==> src/rtl/parafuzz_barrier_ctrl_if.sv <==
// Signal bundle between the lockstep barrier controller and the dual-core harness.
// The master modport is the harness side (commit streams in, holds/status back).
interface parafuzz_barrier_ctrl_if #(
    parameter int CNT_W = 16
);
    logic             en;
    logic             dut_valid;
    logic [31:0]      dut_inst;
    logic             vnt_valid;
    logic [31:0]      vnt_inst;
    logic             hold_dut;
    logic             hold_vnt;
    logic             sync_pulse;
    logic [3:0]       sync_code;
    logic [2:0]       cur_phase;
    logic             in_phase;
    logic [CNT_W-1:0] barrier_cnt;
    logic             err;
    logic [1:0]       err_code;

    modport master (
        output en, dut_valid, dut_inst, vnt_valid, vnt_inst,
        input  hold_dut, hold_vnt, sync_pulse, sync_code, cur_phase,
               in_phase, barrier_cnt, err, err_code
    );

    modport slave (
        input  en, dut_valid, dut_inst, vnt_valid, vnt_inst,
        output hold_dut, hold_vnt, sync_pulse, sync_code, cur_phase,
               in_phase, barrier_cnt, err, err_code
    );
endinterface

==> src/rtl/parafuzz_barrier_ctrl.sv <==
// Lockstep barrier controller: parks whichever core commits a phase marker first
// until the other core commits the same marker, then releases both together.
module parafuzz_barrier_ctrl #(
    parameter int TIMEOUT = 4096,
    parameter int CNT_W   = 16
) (
    input  logic                   clock,
    input  logic                   reset,
    parafuzz_barrier_ctrl_if.slave bus
);

    localparam int WCNT_W = $clog2(TIMEOUT + 1);

    typedef enum logic [1:0] {
        IDLE,
        WAIT_DUT,
        WAIT_VNT,
        ERROR
    } state_t;

    typedef enum logic [1:0] {
        ERR_NONE     = 2'd0,
        ERR_MISMATCH = 2'd1,
        ERR_TIMEOUT  = 2'd2,
        ERR_HELD     = 2'd3
    } err_t;

    // A marker is the fixed low pattern with a 12-bit immediate in 0..13.
    function automatic logic is_marker(input logic [31:0] inst);
        return (inst[19:0] == 20'h02013) && (inst[31:20] <= 12'd13);
    endfunction

    function automatic logic [3:0] marker_code(input logic [31:0] inst);
        return inst[23:20];
    endfunction

    function automatic logic [WCNT_W-1:0] sat_inc(input logic [WCNT_W-1:0] v);
        return (v == {WCNT_W{1'b1}}) ? v : v + 1'b1;
    endfunction

    state_t           r_state;
    state_t           w_state_nxt;
    logic [3:0]       r_code;
    logic [WCNT_W-1:0] r_wait_cnt;

    logic             r_hold_dut;
    logic             r_hold_vnt;
    logic             r_sync_pulse;
    logic [3:0]       r_sync_code;
    logic [2:0]       r_cur_phase;
    logic             r_in_phase;
    logic [CNT_W-1:0] r_barrier_cnt;
    logic             r_err;
    logic [1:0]       r_err_code;

    logic             w_dut_mk;
    logic             w_vnt_mk;
    logic [3:0]       w_dut_code;
    logic [3:0]       w_vnt_code;
    logic             w_timeout;
    logic             w_pass;
    logic [3:0]       w_pass_code;
    logic             w_latch;
    logic [3:0]       w_latch_code;
    logic             w_err_set;
    err_t             w_err_cause;

    assign w_dut_mk   = bus.dut_valid && is_marker(bus.dut_inst);
    assign w_vnt_mk   = bus.vnt_valid && is_marker(bus.vnt_inst);
    assign w_dut_code = marker_code(bus.dut_inst);
    assign w_vnt_code = marker_code(bus.vnt_inst);
    assign w_timeout  = (r_wait_cnt == WCNT_W'(TIMEOUT - 1));

    always_ff @(posedge clock or negedge reset) begin
        if (!reset) begin
            r_state <= IDLE;
        end else begin
            r_state <= w_state_nxt;
        end
    end

    // Within a wait cycle: held-side commit beats a code mismatch, which beats a
    // timeout; a correct closing marker on the last wait cycle still passes.
    always_comb begin
        w_state_nxt  = r_state;
        w_pass       = 1'b0;
        w_pass_code  = r_code;
        w_latch      = 1'b0;
        w_latch_code = w_dut_code;
        w_err_set    = 1'b0;
        w_err_cause  = ERR_NONE;

        case (r_state)
            IDLE: begin
                if (bus.en) begin
                    if (w_dut_mk && w_vnt_mk) begin
                        if (w_dut_code == w_vnt_code) begin
                            w_pass      = 1'b1;
                            w_pass_code = w_dut_code;
                        end else begin
                            w_err_set   = 1'b1;
                            w_err_cause = ERR_MISMATCH;
                        end
                    end else if (w_dut_mk) begin
                        w_latch      = 1'b1;
                        w_latch_code = w_dut_code;
                        w_state_nxt  = WAIT_VNT;
                    end else if (w_vnt_mk) begin
                        w_latch      = 1'b1;
                        w_latch_code = w_vnt_code;
                        w_state_nxt  = WAIT_DUT;
                    end
                end
            end

            WAIT_VNT: begin
                if (!bus.en) begin
                    w_state_nxt = IDLE;
                end else if (bus.dut_valid && r_hold_dut) begin
                    w_err_set   = 1'b1;
                    w_err_cause = ERR_HELD;
                end else if (w_vnt_mk && (w_vnt_code != r_code)) begin
                    w_err_set   = 1'b1;
                    w_err_cause = ERR_MISMATCH;
                end else if (w_vnt_mk) begin
                    w_pass      = 1'b1;
                    w_state_nxt = IDLE;
                end else if (w_timeout) begin
                    w_err_set   = 1'b1;
                    w_err_cause = ERR_TIMEOUT;
                end
            end

            WAIT_DUT: begin
                if (!bus.en) begin
                    w_state_nxt = IDLE;
                end else if (bus.vnt_valid && r_hold_vnt) begin
                    w_err_set   = 1'b1;
                    w_err_cause = ERR_HELD;
                end else if (w_dut_mk && (w_dut_code != r_code)) begin
                    w_err_set   = 1'b1;
                    w_err_cause = ERR_MISMATCH;
                end else if (w_dut_mk) begin
                    w_pass      = 1'b1;
                    w_state_nxt = IDLE;
                end else if (w_timeout) begin
                    w_err_set   = 1'b1;
                    w_err_cause = ERR_TIMEOUT;
                end
            end

            ERROR: begin
                w_state_nxt = ERROR;
            end

            default: begin
                w_state_nxt = IDLE;
            end
        endcase

        if (w_err_set) begin
            w_state_nxt = ERROR;
        end
    end

    // Latched marker code and wait counter; the counter restarts on every entry.
    always_ff @(posedge clock or negedge reset) begin
        if (!reset) begin
            r_code     <= 4'd0;
            r_wait_cnt <= '0;
        end else begin
            if (w_latch) begin
                r_code <= w_latch_code;
            end
            if ((r_state == WAIT_VNT || r_state == WAIT_DUT) && (w_state_nxt == r_state)) begin
                r_wait_cnt <= sat_inc(r_wait_cnt);
            end else begin
                r_wait_cnt <= '0;
            end
        end
    end

    // Holds mirror the next state so they rise on the edge that parks a core.
    always_ff @(posedge clock or negedge reset) begin
        if (!reset) begin
            r_hold_dut    <= 1'b0;
            r_hold_vnt    <= 1'b0;
            r_sync_pulse  <= 1'b0;
            r_sync_code   <= 4'd0;
            r_cur_phase   <= 3'd0;
            r_in_phase    <= 1'b0;
            r_barrier_cnt <= '0;
            r_err         <= 1'b0;
            r_err_code    <= 2'd0;
        end else begin
            r_hold_dut   <= (w_state_nxt == WAIT_VNT);
            r_hold_vnt   <= (w_state_nxt == WAIT_DUT);
            r_sync_pulse <= w_pass;
            if (w_pass) begin
                r_sync_code   <= w_pass_code;
                r_cur_phase   <= w_pass_code[3:1];
                r_in_phase    <= ~w_pass_code[0];
                r_barrier_cnt <= r_barrier_cnt + 1'b1;
            end
            r_err <= (w_state_nxt == ERROR);
            if (w_err_set) begin
                r_err_code <= w_err_cause;
            end
        end
    end

    assign bus.hold_dut    = r_hold_dut;
    assign bus.hold_vnt    = r_hold_vnt;
    assign bus.sync_pulse  = r_sync_pulse;
    assign bus.sync_code   = r_sync_code;
    assign bus.cur_phase   = r_cur_phase;
    assign bus.in_phase    = r_in_phase;
    assign bus.barrier_cnt = r_barrier_cnt;
    assign bus.err         = r_err;
    assign bus.err_code    = r_err_code;

endmodule

==> src/flat_wrapper.sv <==
// flat-port wrapper written by rule: the top's interface ports become plain ports
module parafuzz_barrier_ctrl_flat 
#(
    parameter int TIMEOUT = 4096,
    parameter int CNT_W   = 16
)
  (clock, reset, bus_en, bus_dut_valid, bus_dut_inst, bus_vnt_valid, bus_vnt_inst, bus_hold_dut, bus_hold_vnt, bus_sync_pulse, bus_sync_code, bus_cur_phase, bus_in_phase, bus_barrier_cnt, bus_err, bus_err_code);
  parafuzz_barrier_ctrl_if #(.CNT_W(CNT_W)) bus_i ();
  input  logic clock;
  input  logic reset;
  input wire logic [$bits(bus_i.en)-1:0] bus_en;
  input wire logic [$bits(bus_i.dut_valid)-1:0] bus_dut_valid;
  input wire logic [$bits(bus_i.dut_inst)-1:0] bus_dut_inst;
  input wire logic [$bits(bus_i.vnt_valid)-1:0] bus_vnt_valid;
  input wire logic [$bits(bus_i.vnt_inst)-1:0] bus_vnt_inst;
  output wire logic [$bits(bus_i.hold_dut)-1:0] bus_hold_dut;
  output wire logic [$bits(bus_i.hold_vnt)-1:0] bus_hold_vnt;
  output wire logic [$bits(bus_i.sync_pulse)-1:0] bus_sync_pulse;
  output wire logic [$bits(bus_i.sync_code)-1:0] bus_sync_code;
  output wire logic [$bits(bus_i.cur_phase)-1:0] bus_cur_phase;
  output wire logic [$bits(bus_i.in_phase)-1:0] bus_in_phase;
  output wire logic [$bits(bus_i.barrier_cnt)-1:0] bus_barrier_cnt;
  output wire logic [$bits(bus_i.err)-1:0] bus_err;
  output wire logic [$bits(bus_i.err_code)-1:0] bus_err_code;
  assign bus_i.en = bus_en;
  assign bus_i.dut_valid = bus_dut_valid;
  assign bus_i.dut_inst = bus_dut_inst;
  assign bus_i.vnt_valid = bus_vnt_valid;
  assign bus_i.vnt_inst = bus_vnt_inst;
  assign bus_hold_dut = bus_i.hold_dut;
  assign bus_hold_vnt = bus_i.hold_vnt;
  assign bus_sync_pulse = bus_i.sync_pulse;
  assign bus_sync_code = bus_i.sync_code;
  assign bus_cur_phase = bus_i.cur_phase;
  assign bus_in_phase = bus_i.in_phase;
  assign bus_barrier_cnt = bus_i.barrier_cnt;
  assign bus_err = bus_i.err;
  assign bus_err_code = bus_i.err_code;
  parafuzz_barrier_ctrl #(.TIMEOUT(TIMEOUT), .CNT_W(CNT_W)) u_core (.clock(clock), .reset(reset), .bus(bus_i));
endmodule
==> config.mk <==
export PLATFORM = sky130hd
export DESIGN_NAME = parafuzz_barrier_ctrl_flat
export DESIGN_NICKNAME = d
export VERILOG_FILES = /design/src/rtl/parafuzz_barrier_ctrl_if.sv /design/src/rtl/parafuzz_barrier_ctrl.sv /design/src/flat_wrapper.sv
export SDC_FILE = /design/constraint.sdc
export NUM_CORES = 1
export LEC_CHECK = 0
export ABC_AREA = 1
export BUFFER_PORTS_ARGS = -buffer_cell sky130_fd_sc_hd__buf_4
export CAP_MARGIN = 20
export CORE_ASPECT_RATIO = 0.75
export CORE_MARGIN = 8
export CORE_UTILIZATION = 48
export CTS_CLUSTER_DIAMETER = 80
export DETAILED_ROUTE_END_ITERATION = 8
export PLACE_DENSITY = 0.81
export REMOVE_ABC_BUFFERS = 1
export SLEW_MARGIN = 10
export SYNTH_ARGS = -nofsm -noshare
export SYNTH_HDL_FRONTEND = slang
export SYNTH_SLANG_ARGS = --single-unit
==> constraint.sdc <==
create_clock -name clock -period 1.65 [get_ports clock]
set_input_delay 0.33 -clock clock [delete_from_list [all_inputs] [get_ports clock]]
set_output_delay 0.33 -clock clock [all_outputs]
set_load 0.01 [all_outputs]
# == Word-level counts from Yosys, hierarchy flattened ==
# Index checks and enable logic that the tools add are counted.
# op_classes
n_addsub,2
magnitude_cmp,2
n_eq_ne,15
muxes,67
bitwise,1
reduce_logical,12
# op_table
cell,count
$mux W2,24
$eq A20 B14 Y1 const B,2
$mux W4,9
$mux W1,28
$mux W13,2
$le A12 B4 Y1 const B,2
$add A16 B1 Y16 const B,1
$add A13 B1 Y13 const B,1
$eq A13 B12 Y1 const B,1
$eq A13 B13 Y1 const B,1
$logic_and A1 B1 Y1,10
$eq A2 B2 Y1 const B,4
$ne A4 B4 Y1,2
$pmux W2 S4,1
$pmux W1 S3,2
$pmux W2 S3,1
$eq A2 B1 Y1 const B,2
$eq A4 B4 Y1,1
$eq A2 B2 Y1,1
$logic_not A2 Y1,1
$ne A2 B2 Y1 const B,1
$logic_or A1 B1 Y1,1
$not A1 Y1,1
# totals
ff_bits,49
output_inout_bits,30
elab_cells,111

# == Depth between registers and ports, before layout ==
# Gate-level depths: netlist of run 1.
# logic_depth
ltp_word,12
ltp_mapped,21
mapped_depth_nobuf,20

# == Worst setup path after synthesis of run 1 ==
# OpenSTA, ideal clock, no wires.
# synth_timing
path_type,input to register
start,in bus_vnt_inst[9]
end,reg u_core.r_wait_cnt[2]
setup_ns,0.126
arrival_ns,1.952
required_time_ns,1.524
slack_ns,-0.428
path_stages,16
n_path_buf,1
path_cell_list,inv_1 -> nand4_1 -> nor4_1 -> nand2_1 -> nor2_1 -> ha_1 -> inv_1 -> nor2_1 -> nor2_1 -> nor2_1 -> nand2_4 -> nand3_2 -> nand2_1 -> nand2_2 -> buf_6 -> nor3_2
# synth_between
elab_chain_cells,12
word_cells_on_any_way,26
# synth_lines
element,line,source
from (decl),flat_wrapper.sv:15,input wire logic [$bits(bus_i.vnt_inst)-1:0] bus_vnt_inst;
$eq A20 B14 Y1 (*),parafuzz_barrier_ctrl.sv:30,return (inst[19:0] == 20'h02013) && (inst[31:20] <= 12'd13);
$logic_and A1 B1 Y1 (*),parafuzz_barrier_ctrl.sv:30,
$logic_and A1 B1 Y1 (*),parafuzz_barrier_ctrl.sv:69,assign w_vnt_mk = bus.vnt_valid && is_marker(bus.vnt_inst);
$mux W2 (tied with other cells),parafuzz_barrier_ctrl.sv:125,end else if (w_vnt_mk) begin
$mux W2 (tied with other cells),parafuzz_barrier_ctrl.sv:122,end else if (w_vnt_mk && (w_vnt_code != r_code)) begin
$mux W2 (tied with other cells),parafuzz_barrier_ctrl.sv:119,end else if (bus.dut_valid && r_hold_dut) begin
$mux W2 (tied with other cells),parafuzz_barrier_ctrl.sv:117,if (!bus.en) begin
$pmux W2 S4 or $pmux W1 S3 (tied branches),parafuzz_barrier_ctrl.sv:93,case (r_state)
$mux W2 (*),parafuzz_barrier_ctrl.sv:161,if (w_err_set) begin
net u_core.w_state_nxt[0],parafuzz_barrier_ctrl.sv:42,state_t w_state_nxt;
$eq A2 B2 Y1 (*),parafuzz_barrier_ctrl.sv:175,if ((r_state == WAIT_VNT || r_state == WAIT_DUT) && (w_state_nxt == r_state)) begin
$logic_and A1 B1 Y1 (*),parafuzz_barrier_ctrl.sv:175,
$ne A2 B2 Y1 (no source line) or $mux W13 (tied branches),-,
to (signal assigned),parafuzz_barrier_ctrl.sv:176,r_wait_cnt <= sat_inc(r_wait_cnt);
to (decl),parafuzz_barrier_ctrl.sv:44,logic [WCNT_W-1:0] r_wait_cnt;
# Mark *: on every way through the listed nets, which the timed path passes. The rest lies on a longest branch.
# A chain may end at the register's enable or synchronous reset.

# == Worst setup path in the final report of run 1 ==
# layout_timing
start,in bus_vnt_inst[6]
end,reg u_core.r_wait_cnt[11]
# layout_between
elab_chain_cells,12
word_cells_on_any_way,26
# layout_lines
element,line
$eq A20 B14 Y1 (*),parafuzz_barrier_ctrl.sv:30
$logic_and A1 B1 Y1 (*),parafuzz_barrier_ctrl.sv:30
$logic_and A1 B1 Y1 (*),parafuzz_barrier_ctrl.sv:69
$mux W2 (tied with other cells),parafuzz_barrier_ctrl.sv:125
$mux W2 (tied with other cells),parafuzz_barrier_ctrl.sv:122
$mux W2 (tied with other cells),parafuzz_barrier_ctrl.sv:119
$mux W2 (tied with other cells),parafuzz_barrier_ctrl.sv:117
$pmux W2 S4 or $pmux W1 S3 (tied branches),parafuzz_barrier_ctrl.sv:93
$mux W2 (*),parafuzz_barrier_ctrl.sv:161
$eq A2 B2 Y1 (*),parafuzz_barrier_ctrl.sv:175
$logic_and A1 B1 Y1 (*),parafuzz_barrier_ctrl.sv:175
$ne A2 B2 Y1 (no source line) or $mux W13 (tied branches),-
# Every way passes the cells marked *; elsewhere a longest branch is shown, timed or not.

==> results.py, run 1 <==
metrics = {
    "status": {
        "status": "finished, violations left",
        "violations": "negative hold slack, negative setup slack",
    },
    "floorplan": {
        "start_util_pct": 49.5,
        "die_x_um": 113,
        "die_area_sq_um": 10000,
        "fp.coreArea_sq_um": 6830,
        "ios": 99,
        "dieHeight_um": 88.7,
        "rows": 26,
    },
    "cts": {
        "htreeDepth": 2,
        "tritoncts": "built",
        "cts_buffer_depth": 2,
        "cts.clk_slew.worst_paths_ps": 100,
        "cts_root_buf": "clkbuf_8",
        "cts_made_buffers": 5,
        "clkSinkCount": 46,
        "insertion_delay_ps": 330,
    },
    "timing": {
        "finalHoldViolCount": 3,
        "finalClockSkew_ps": 14.7,
        "fmax_mhz": 426,
        "setup_viol": 46,
        "whs_ps": -11.2,
        "worst_pin_slew_ps": 601,
        "finalCriticalPeriod_ps": 2350,
        "rsz0062_at_grt": "true",
        "setup_ws_ps": -699,
        "slew_viol_final": 0,
        "fin_crit_sh_pct": 142,
        "slew_headroom_pct": 59.5,
    },
    "yosys": {
        "synth.most_common_cell": "nand2_1",
        "synth_top_area_cell": "dfrtp_1",
        "ys_types": 31,
        "synth_edf_count": 0,
        "synth.area.top_cells": "dfrtp_1 34%, nand2_1 15%, inv_1 9.0%",
        "netlist_top_cells_count": "135 x nand2_1, 81 x inv_1, 69 x nor2_1, 46 x dfrtp_1, 27 x nand3_1",
        "synth_top_area_share_pct": 34.1,
        "ys_seq_elements": 46,
        "synth_seq_area_share_pct": 34.1,
        "netlist_instances": 498,
        "ys.flop_type": "dfrtp_1",
        "netlist_area_sq_um": 3380,
        "postSynth.asyncResetShare_pct": 100,
        "synth_warnings": 0,
        "synth.avg_cell_area_sq_um": 6.79,
    },
    "grt": {
        "grt_pass1_wl_um": 23300,
        "antenna_found_initial": 3,
        "grt_max_degree": 47,
        "grtUsageTotal_pct": 29.1,
        "overflow": 0,
        "grt_pass1_vias": 4786,
    },
    "setup_path": {
        "worstPathMaxFanout": 7,
        "crit_type": "in -> reg",
        "critPathLaunchType": "input pin",
        "critPathArrivalTime_ps": 2590,
        "worstPathRequired_ps": 1890,
        "worstSetupEndpointType": "flop",
    },
    "placement": {
        "dp_hpwl_um": 8290,
        "place.port_buffers": 98,
        "dpl_cell_area_sq_um": 4690,
        "gp_congestion": 0.905,
    },
    "route": {
        "drc_errors": 0,
        "drt-total-wl_um": 17600,
        "vias_per_cell": 6.32,
        "drtIter0Drc": 587,
        "vias": 4930,
        "avgRoutedWirePerCell_um": 22.6,
        "antenna_left": 0,
        "dr.pass1.iters": 6,
    },
    "cells_and_area": {
        "seq_area_sq_um": 1150,
        "syn_to_final_growth_pct": 72.0,
        "drive_gt1_share_pct": 49.6,
        "final_area_sq_um": 5810,
        "finalNetCount": 773,
        "final_core_util_pct": 85.1,
        "diodes": 0,
        "multi_input_comb_area_sq_um": 2390,
        "fillCellCount": 304,
    },
    "pwr": {
        "ir_drop_mv": 1.23,
        "p_leak_nw": 2.92,
        "power_density_nw_per_um2": 1420,
    },
    "job": {
        "maxCapViolCount": 0,
    },
    "min_path": {
        "worstHoldPathType": "in -> async",
    },
}
-- worst max-delay path, stage by stage --
cell and delay [ps]:
buf_8 110, inv_2 40, nand4_1 100, nor4_2 390
nand2_1 170, nor2_2 170, ha_4 190, inv_2 50
nor2_4 110, nor2_2 60, nor2_2 120, nand2_4 90
nand4_1 150, nand2_2 130, buf_12 180, nor3_4 190
-- layout by cell type, fill, tap and decap left out, types with 3 or more instances in the layout --
master and n:
nor3_2 6, xnor2_1 14, nand3_1 22, o21ai_1 15, nand3_2 4, dfrtp_1 45
nor2_1 46, nand2_8 4, nor3_1 6, o21ai_0 7, ha_1 4, clkbuf_8 5
buf_4 156, a21oi_2 4, nor2_4 11, nand2_1 96, nand2_2 35, nand2_4 7
nand4_1 11, nor2_2 15, inv_1 59, ha_2 3, xor2_1 14, nor3_4 8
nand3b_1 3, inv_2 25, nand3_4 3, o21ai_2 4, buf_6 34
-- timing repair --
action                     CTS  global route
setup endpoints to repair   46            46
gates cloned                 4             0
gates resized for setup    140            80
pin swaps                   35            31
setup buffers               25            11
hold buffers                 0             0
-- flip-flops by register name, indices dropped and copies added, names as in the netlist --
name                    count
u_core.bus.barrier_cnt     16
u_core.r_wait_cnt          13
u_core.r_code               4
u_core.bus.cur_phase        3
u_core.bus.err_code         2
u_core.r_state              2
u_core.bus.err              1
u_core.bus.hold_dut         1
u_core.bus.hold_vnt         1
u_core.bus.in_phase         1
u_core.bus.sync_code        1
u_core.bus.sync_pulse       1
-- layer usage --
layer	part of all wire, %	routed length, um	global-route usage, %	up-vias
met5	0.24	42	0	-
met2	44	7710	51.8	484
met3	12	2160	8.79	220
li1	-	-	-	1941
met4	9.9	1740	18.1	6
met1	34	5950	30.2	2279
-- stage by stage --
stage / worst slack, ps / TNS, ps / cells / hold WS (ps) / total power [W]
after floorplan: -647 / -16090 / 490 / 34.4 / 0.00311
after global placement: -722 / -24570 / 741 / 361 / 0.00458
after detailed placement: -830 / -28790 / 741 / 366 / 0.00470
after CTS: -328 / -10240 / 776 / 30.3 / 0.00723
after global routing: -785 / -28240 / 780 / 35.9 / 0.00849
final: -699 / -24980 / 780 / -11.2 / 0.00825
-- logic make-up (layout without fill, tap and decap cells) --
logic type,count (synthesis),count (layout),synth area share [%]
simple gates,280,281,37.1
compound gates,41,41,6.77
buf+inv,93,290,11.2
flops,46,46,34.1
xor+xnor,29,29,7.52
fa+ha+maj,9,9,3.33
-- final timing paths --
| check | start | end | slack [ps] | cells after the start |
|---|---|---|---|---|
| setup / recovery | bus_vnt_inst[6] | u_core.r_wait_cnt[11] | -700 | 16 |
| hold / removal | reset | u_core.r_code[0] | -10 | 1 |
| setup reg to reg | u_core.r_wait_cnt[2] | u_core.r_wait_cnt[11] | -680 | 15 |
| hold reg to reg | u_core.bus.cur_phase[2] | u_core.bus.cur_phase[2] | 540 | 2 |
| max in group asynchronous | reset | u_core.r_state[0] | 1200 | 1 |
| min in group clock | bus_vnt_inst[20] | u_core.r_code[0] | 320 | 3 |
-- power breakdown --
part           internal [W]  switching [W]
registers           0.00138       0.000280
clock network      0.000607       0.000452
logic               0.00240        0.00313
-- area by class of cell --
| type | instances | area share [%] |
|---|---|---|
| timing repair buffer | 197 | 29.3 |
| tap | 84 | 1.81 |
| sequential | 46 | 19.8 |
| multi-input combinational | 360 | 41.1 |
| clock buffer | 5 | 1.18 |
| clock inverter | 3 | 1.18 |
| inverter | 85 | 5.62 |
Power figures use the tool's default switching activity.
==> run 2, diff against run 1 <==
--- a/config.mk
+++ b/config.mk
@@ -13,8 +13,9 @@
 export CORE_UTILIZATION = 48
 export CTS_CLUSTER_DIAMETER = 80
 export DETAILED_ROUTE_END_ITERATION = 8
-export PLACE_DENSITY = 0.81
+export PLACE_DENSITY = 0.78
 export REMOVE_ABC_BUFFERS = 1
+export SKIP_CTS_REPAIR_TIMING = 1
 export SLEW_MARGIN = 10
 export SYNTH_ARGS = -nofsm -noshare
 export SYNTH_HDL_FRONTEND = slang
==> results.py, run 2 (synthesis gave the netlist of run 1 again) <==
metrics = {
    "pwr": {
        "p_leak_nw": 2.71,
        "ir_drop_mv": 1.24,
        "finalPower_w": 0.00707,
        "power_density_nw_per_um2": 1330,
    },
    "cells_and_area": {
        "largest_reg_flops": 16,
        "finalNetCount": 751,
        "final_common_cell": "buf_4",
        "syn_to_final_growth_pct": 57.6,
        "final_core_util_pct": 77.9,
        "layout.cells.non_filler": 758,
        "drive_gt1_share_pct": 42.7,
        "most-common-layout-cells": "156 x buf_4, 112 x nand2_1, 62 x inv_1, 57 x nor2_1, 46 x dfrtp_1",
        "diodes": 0,
        "final_area_sq_um": 5330,
    },
    "setup_path": {
        "critPathLaunchType": "input pin",
        "cpMaxStageDelayCell": "nor4_2",
        "crit_type": "in -> reg",
        "crit_top_cell": "nand2_1",
        "worstSetupEndpointType": "flop",
        "worstPathMaxFanout": 7,
        "worstPathRequired_ps": 1870,
        "r2r_cells": 15,
        "r2r-start": "u_core.bus.hold_dut",
        "r2r-end": "u_core.r_wait_cnt[9]",
        "r2r_setup_slack_ps": -460,
        "crit_path_cell_trace": "buf_6 -> inv_2 -> nand4_1 -> nor4_2 -> nand2_1 -> nor2_2 -> ha_4 -> nor2_1 -> nand2_1 -> nand2_1 -> inv_2 -> nand2_1 -> nand2_2 -> nand3_2 -> nand2_4 -> nand2_8 -> nor3_4",
        "max_stage_delay_ps": 320,
        "critPathArrivalTime_ps": 2450,
    },
    "placement": {
        "dpl_cell_area_sq_um": 4680,
        "dpl_worst_slack_ps": -887,
        "dp.cells": 739,
        "dp_hpwl_um": 8140,
        "gp_congestion": 0.932,
        "place.port_buffers": 98,
    },
    "floorplan": {
        "fp.coreArea_sq_um": 6830,
        "start_util_pct": 49.5,
        "dieHeight_um": 88.7,
        "die_area_sq_um": 10000,
        "ios": 99,
        "rows": 26,
        "die_x_um": 113,
    },
    "timing": {
        "setup_ws_ps": -576,
        "slew_headroom_pct": 59.8,
        "fin_crit_sh_pct": 135,
        "worst_pin_slew_ps": 603,
        "slew_viol_final": 0,
        "setup_viol": 46,
        "finalCriticalPeriod_ps": 2230,
        "fmax_mhz": 449,
        "finalHoldViolCount": 0,
        "rsz0062_at_grt": "true",
        "finalClockSkew_ps": 13.8,
    },
    "grt": {
        "grtUsageTotal_pct": 20.3,
        "grt_max_degree": 47,
        "grt_pass1_wl_um": 16700,
        "antenna_found_initial": 0,
        "grt_pass1_vias": 3686,
        "overflow": 0,
    },
    "route": {
        "dr.pass1.iters": 5,
        "antenna_left": 0,
        "drtIter0Drc": 264,
        "vias": 3987,
        "avgRoutedWirePerCell_um": 15.3,
        "vias_per_cell": 5.26,
        "drc_errors": 0,
        "drt-total-wl_um": 11600,
    },
    "cts": {
        "tritoncts": "built",
        "insertion_delay_ps": 310,
        "htreeDepth": 2,
        "cts.clk_slew.worst_paths_ps": 90,
        "clkSinkCount": 46,
        "cts_buffer_depth": 2,
        "cts_root_buf": "clkbuf_8",
        "cts_made_buffers": 5,
    },
    "job": {
        "maxCapViolCount": 0,
    },
    "min_path": {
        "worstHoldPathType": "in -> async",
    },
    "status": {
        "violations": "negative setup slack",
        "status": "finished, violations left",
    },
}
-- run 2: cell types whose count changed in the layout (fill, tap and decap cells not counted), moves of 3 or more --
cell / before / now
o21ai_0: 7 / 10
inv_2: 25 / 22
nor2_1: 46 / 57
nor2_2: 15 / 12
nor2_4: 11 / 3
nand2_1: 96 / 112
buf_6: 34 / 16
o21ai_1: 15 / 12
nand2_2: 35 / 22
inv_1: 59 / 62
-- run 2: metrics by stage --
| step | hold slack (ps) | setup TNS (ps) |
|---|---|---|
| 2_1_floorplan | 34.4 | -16090 |
| 3_3_place_gp | 360 | -24220 |
| 3_5_place_dp | 369 | -30480 |
| 4_1_cts | 31.1 | -16030 |
| 5_1_grt | 63.1 | -17390 |
| 6_report | 21.5 | -13980 |
-- run 2: worst max-delay path, delay by kind of cell --
kind / cells / cell delay [ps]
fa+ha+maj: 1 / 160
buf+inv: 3 / 210
simple gates: 13 / 1730
-- run 2: power breakdown --
part / switching [W] / internal, W / leakage (nW)
Clock: 0.000410 / 0.000607 / 0.0683
Sequential: 0.000222 / 0.00137 / 0.594
Combinational: 0.00248 / 0.00198 / 2.05
-- run 2: metal layers --
layer  GRT usage [%]  vias up  wire [um]
met5               0        -          0
met4            5.18        0        333
met3            3.34       35        760
met2            36.0      170       5820
met1            25.4     1880       4650
li1                -     1902          -
-- run 2: layout make-up --
| type | count | area (sq um) |
|---|---|---|
| Clock buffer | 5 | 68.8 |
| Fill cell | 456 | 1510 |
| Inverter | 85 | 324 |
| Sequential cell | 46 | 1150 |
| Clock inverter | 3 | 68.8 |
| Tap cell | 84 | 105 |
| Timing Repair Buffer | 175 | 1420 |
| Multi-Input combinational cell | 360 | 2190 |
-- run 2: how the worst max path moves through the flow --
stage               startpoint                        end  slack (ps)  cells after the start
2_1_floorplan  bus_vnt_inst[9]  u_core.bus.barrier_cnt[4]        -650                     13
3_3_place_gp   bus_vnt_inst[9]       u_core.r_wait_cnt[0]        -740                     15
3_5_place_dp   bus_vnt_inst[9]      u_core.r_wait_cnt[12]        -890                     17
4_1_cts        bus_vnt_inst[9]      u_core.r_wait_cnt[12]        -590                     15
5_1_grt        bus_vnt_inst[7]       u_core.r_wait_cnt[9]        -650                     17
6_report       bus_vnt_inst[7]       u_core.r_wait_cnt[9]        -580                     17
==> run 3, diff against run 2 <==
--- a/config.mk
+++ b/config.mk
@@ -13,7 +13,7 @@
 export CORE_UTILIZATION = 48
 export CTS_CLUSTER_DIAMETER = 80
 export DETAILED_ROUTE_END_ITERATION = 8
-export PLACE_DENSITY = 0.78
+export PLACE_DENSITY_LB_ADDON = 0.08
 export REMOVE_ABC_BUFFERS = 1
 export SKIP_CTS_REPAIR_TIMING = 1
 export SLEW_MARGIN = 10
==> results.py, run 3 (synthesis gave the netlist of run 1 again) <==
metrics = {
    "route": {
        "dr.pass1.iters": 4,
        "antenna_left": 0,
        "drt-total-wl_um": 10500,
        "vias": 3735,
        "drc_errors": 0,
        "drtIter0Drc": 129,
        "vias_per_cell": 4.93,
        "avgRoutedWirePerCell_um": 13.8,
    },
    "setup_path": {
        "critPathArrivalTime_ps": 2260,
        "worstPathMaxFanout": 6,
        "crit_type": "in -> reg",
        "critPathLaunchType": "input pin",
        "worstPathRequired_ps": 1870,
        "worstSetupEndpointType": "flop",
    },
    "timing": {
        "rsz0062_at_grt": "true",
        "slew_viol_final": 0,
        "worst_pin_slew_ps": 597,
        "slew_headroom_pct": 60.2,
        "finalHoldViolCount": 0,
        "fin_crit_sh_pct": 123,
        "fmax_mhz": 492,
        "finalClockSkew_ps": 13.2,
        "setup_viol": 46,
        "finalCriticalPeriod_ps": 2030,
        "setup_ws_ps": -382,
    },
    "cells_and_area": {
        "multi_input_comb_area_sq_um": 2220,
        "drive_gt1_share_pct": 45.5,
        "diodes": 0,
        "final_area_sq_um": 5370,
        "layout.cells.non_filler": 758,
        "largest_reg_flops": 16,
        "final_common_cell": "buf_4",
        "seq_area_sq_um": 1150,
        "fillCellCount": 487,
        "syn_to_final_growth_pct": 58.9,
        "finalNetCount": 751,
        "most-common-layout-cells": "146 x buf_4, 102 x nand2_1, 62 x inv_1, 50 x nor2_1, 46 x dfrtp_1",
    },
    "pwr": {
        "power_frac_comb_pct": 62.5,
        "finalPower_w": 0.00663,
        "ir_drop_mv": 1.16,
        "power_frac_clock_pct": 13.3,
        "netSwitchingPower_w": 0.00293,
        "power_density_nw_per_um2": 1240,
        "switching_share_pct": 44.2,
        "p_leak_nw": 2.71,
        "intPower_w": 0.00370,
        "power.share.sequential_pct": 24.2,
    },
    "cts": {
        "clkSinkCount": 46,
        "htreeDepth": 2,
        "tritoncts": "built",
        "cts_root_buf": "clkbuf_8",
        "insertion_delay_ps": 310,
        "cts_buffer_depth": 2,
        "cts.clk_slew.worst_paths_ps": 90,
        "cts_made_buffers": 5,
    },
    "grt": {
        "overflow": 0,
        "grtUsageTotal_pct": 19.3,
        "grt_pass1_vias": 3508,
        "antenna_found_initial": 0,
        "grt_pass1_wl_um": 15800,
        "grt_max_degree": 47,
    },
    "status": {
        "violations": "negative setup slack",
        "status": "finished, violations left",
    },
    "placement": {
        "dpl_cell_area_sq_um": 4700,
        "place.port_buffers": 98,
        "dp.cells": 744,
        "dp_hpwl_um": 7720,
        "gp_congestion": 0.934,
    },
    "job": {
        "maxCapViolCount": 0,
    },
    "floorplan": {
        "fp.coreArea_sq_um": 6830,
        "die_area_sq_um": 10000,
        "dieHeight_um": 88.7,
        "rows": 26,
        "ios": 99,
        "die_x_um": 113,
        "start_util_pct": 49.5,
    },
    "min_path": {
        "worstHoldPathType": "in -> async",
    },
}
## run 3: worst max-delay path, stage by stage
cell and delay (ps):
buf_6 90, inv_2 40, nand4_1 110, nor4_1 280
nand2_1 100, nor2_2 140, ha_4 170, inv_2 40
nor2_2 110, nor2_1 60, nor2_2 140, nand2_4 100
nand4_1 130, nand2_2 90, buf_6 150, nor3_2 160
## run 3: layout make-up
| cell class | count | share of cell area (%) |
|---|---|---|
| timing repair buffer | 175 | 27.1 |
| inverter | 85 | 6.04 |
| multi-input combinational | 360 | 41.4 |
| clock inverter | 3 | 0.816 |
| clock buffer | 5 | 1.28 |
| tap | 84 | 1.96 |
| sequential | 46 | 21.4 |
## run 3: per-layer routing
| layer | global-route usage [%] | part of all wire, % | vias to the layer above |
|---|---|---|---|
| li1 | - | - | 1910 |
| met1 | 24.0 | 44 | 1723 |
| met2 | 33.4 | 49 | 83 |
| met3 | 4.57 | 5.5 | 19 |
| met4 | 4.10 | 1.5 | 0 |
| met5 | 0 | 0 | - |
## run 3: path summary, 6_finish.rpt
| check | slack, ps | startpoint | cells after the start | end |
|---|---|---|---|---|
| max in group asynchronous | 1220 | reset | 1 | u_core.r_wait_cnt[8] |
| min in group clock | 330 | bus_vnt_inst[20] | 3 | u_core.r_code[0] |
| max reg2reg | -300 | u_core.r_state[1] | 14 | u_core.r_wait_cnt[11] |
| min | 20 | reset | 1 | u_core.r_code[3] |
| min reg2reg | 510 | u_core.bus.err_code[0] | 2 | u_core.bus.err_code[0] |
| max | -380 | bus_vnt_inst[17] | 16 | u_core.r_wait_cnt[11] |
## run 3: per-stage QoR
| stage | util [%] | setup slack, ps | hold slack, ps | TNS [ps] |
|---|---|---|---|---|
| 6_report | 78.6 | -382 | 16.5 | -9980 |
| 3_5_place_dp | 68.8 | -839 | 375 | -27600 |
| 2_1_floorplan | - | -647 | 34.4 | -16090 |
| 3_3_place_gp | 68.8 | -735 | 378 | -24340 |
| 4_1_cts | 70.5 | -526 | 38.0 | -13770 |
| 5_1_grt | 78.6 | -501 | 63.3 | -14840 |
## run 3: power by group through the flow
stage / clock network, W / registers (W) / logic [W]
6_report: 0.000879 / 0.00161 / 0.00415
5_1_grt: 0.000924 / 0.00164 / 0.00447
4_1_cts: 0.000886 / 0.00159 / 0.00306
2_1_floorplan: 0 / 0.00171 / 0.00140
3_3_place_gp: 0 / 0.00160 / 0.00297
3_5_place_dp: 0 / 0.00161 / 0.00303
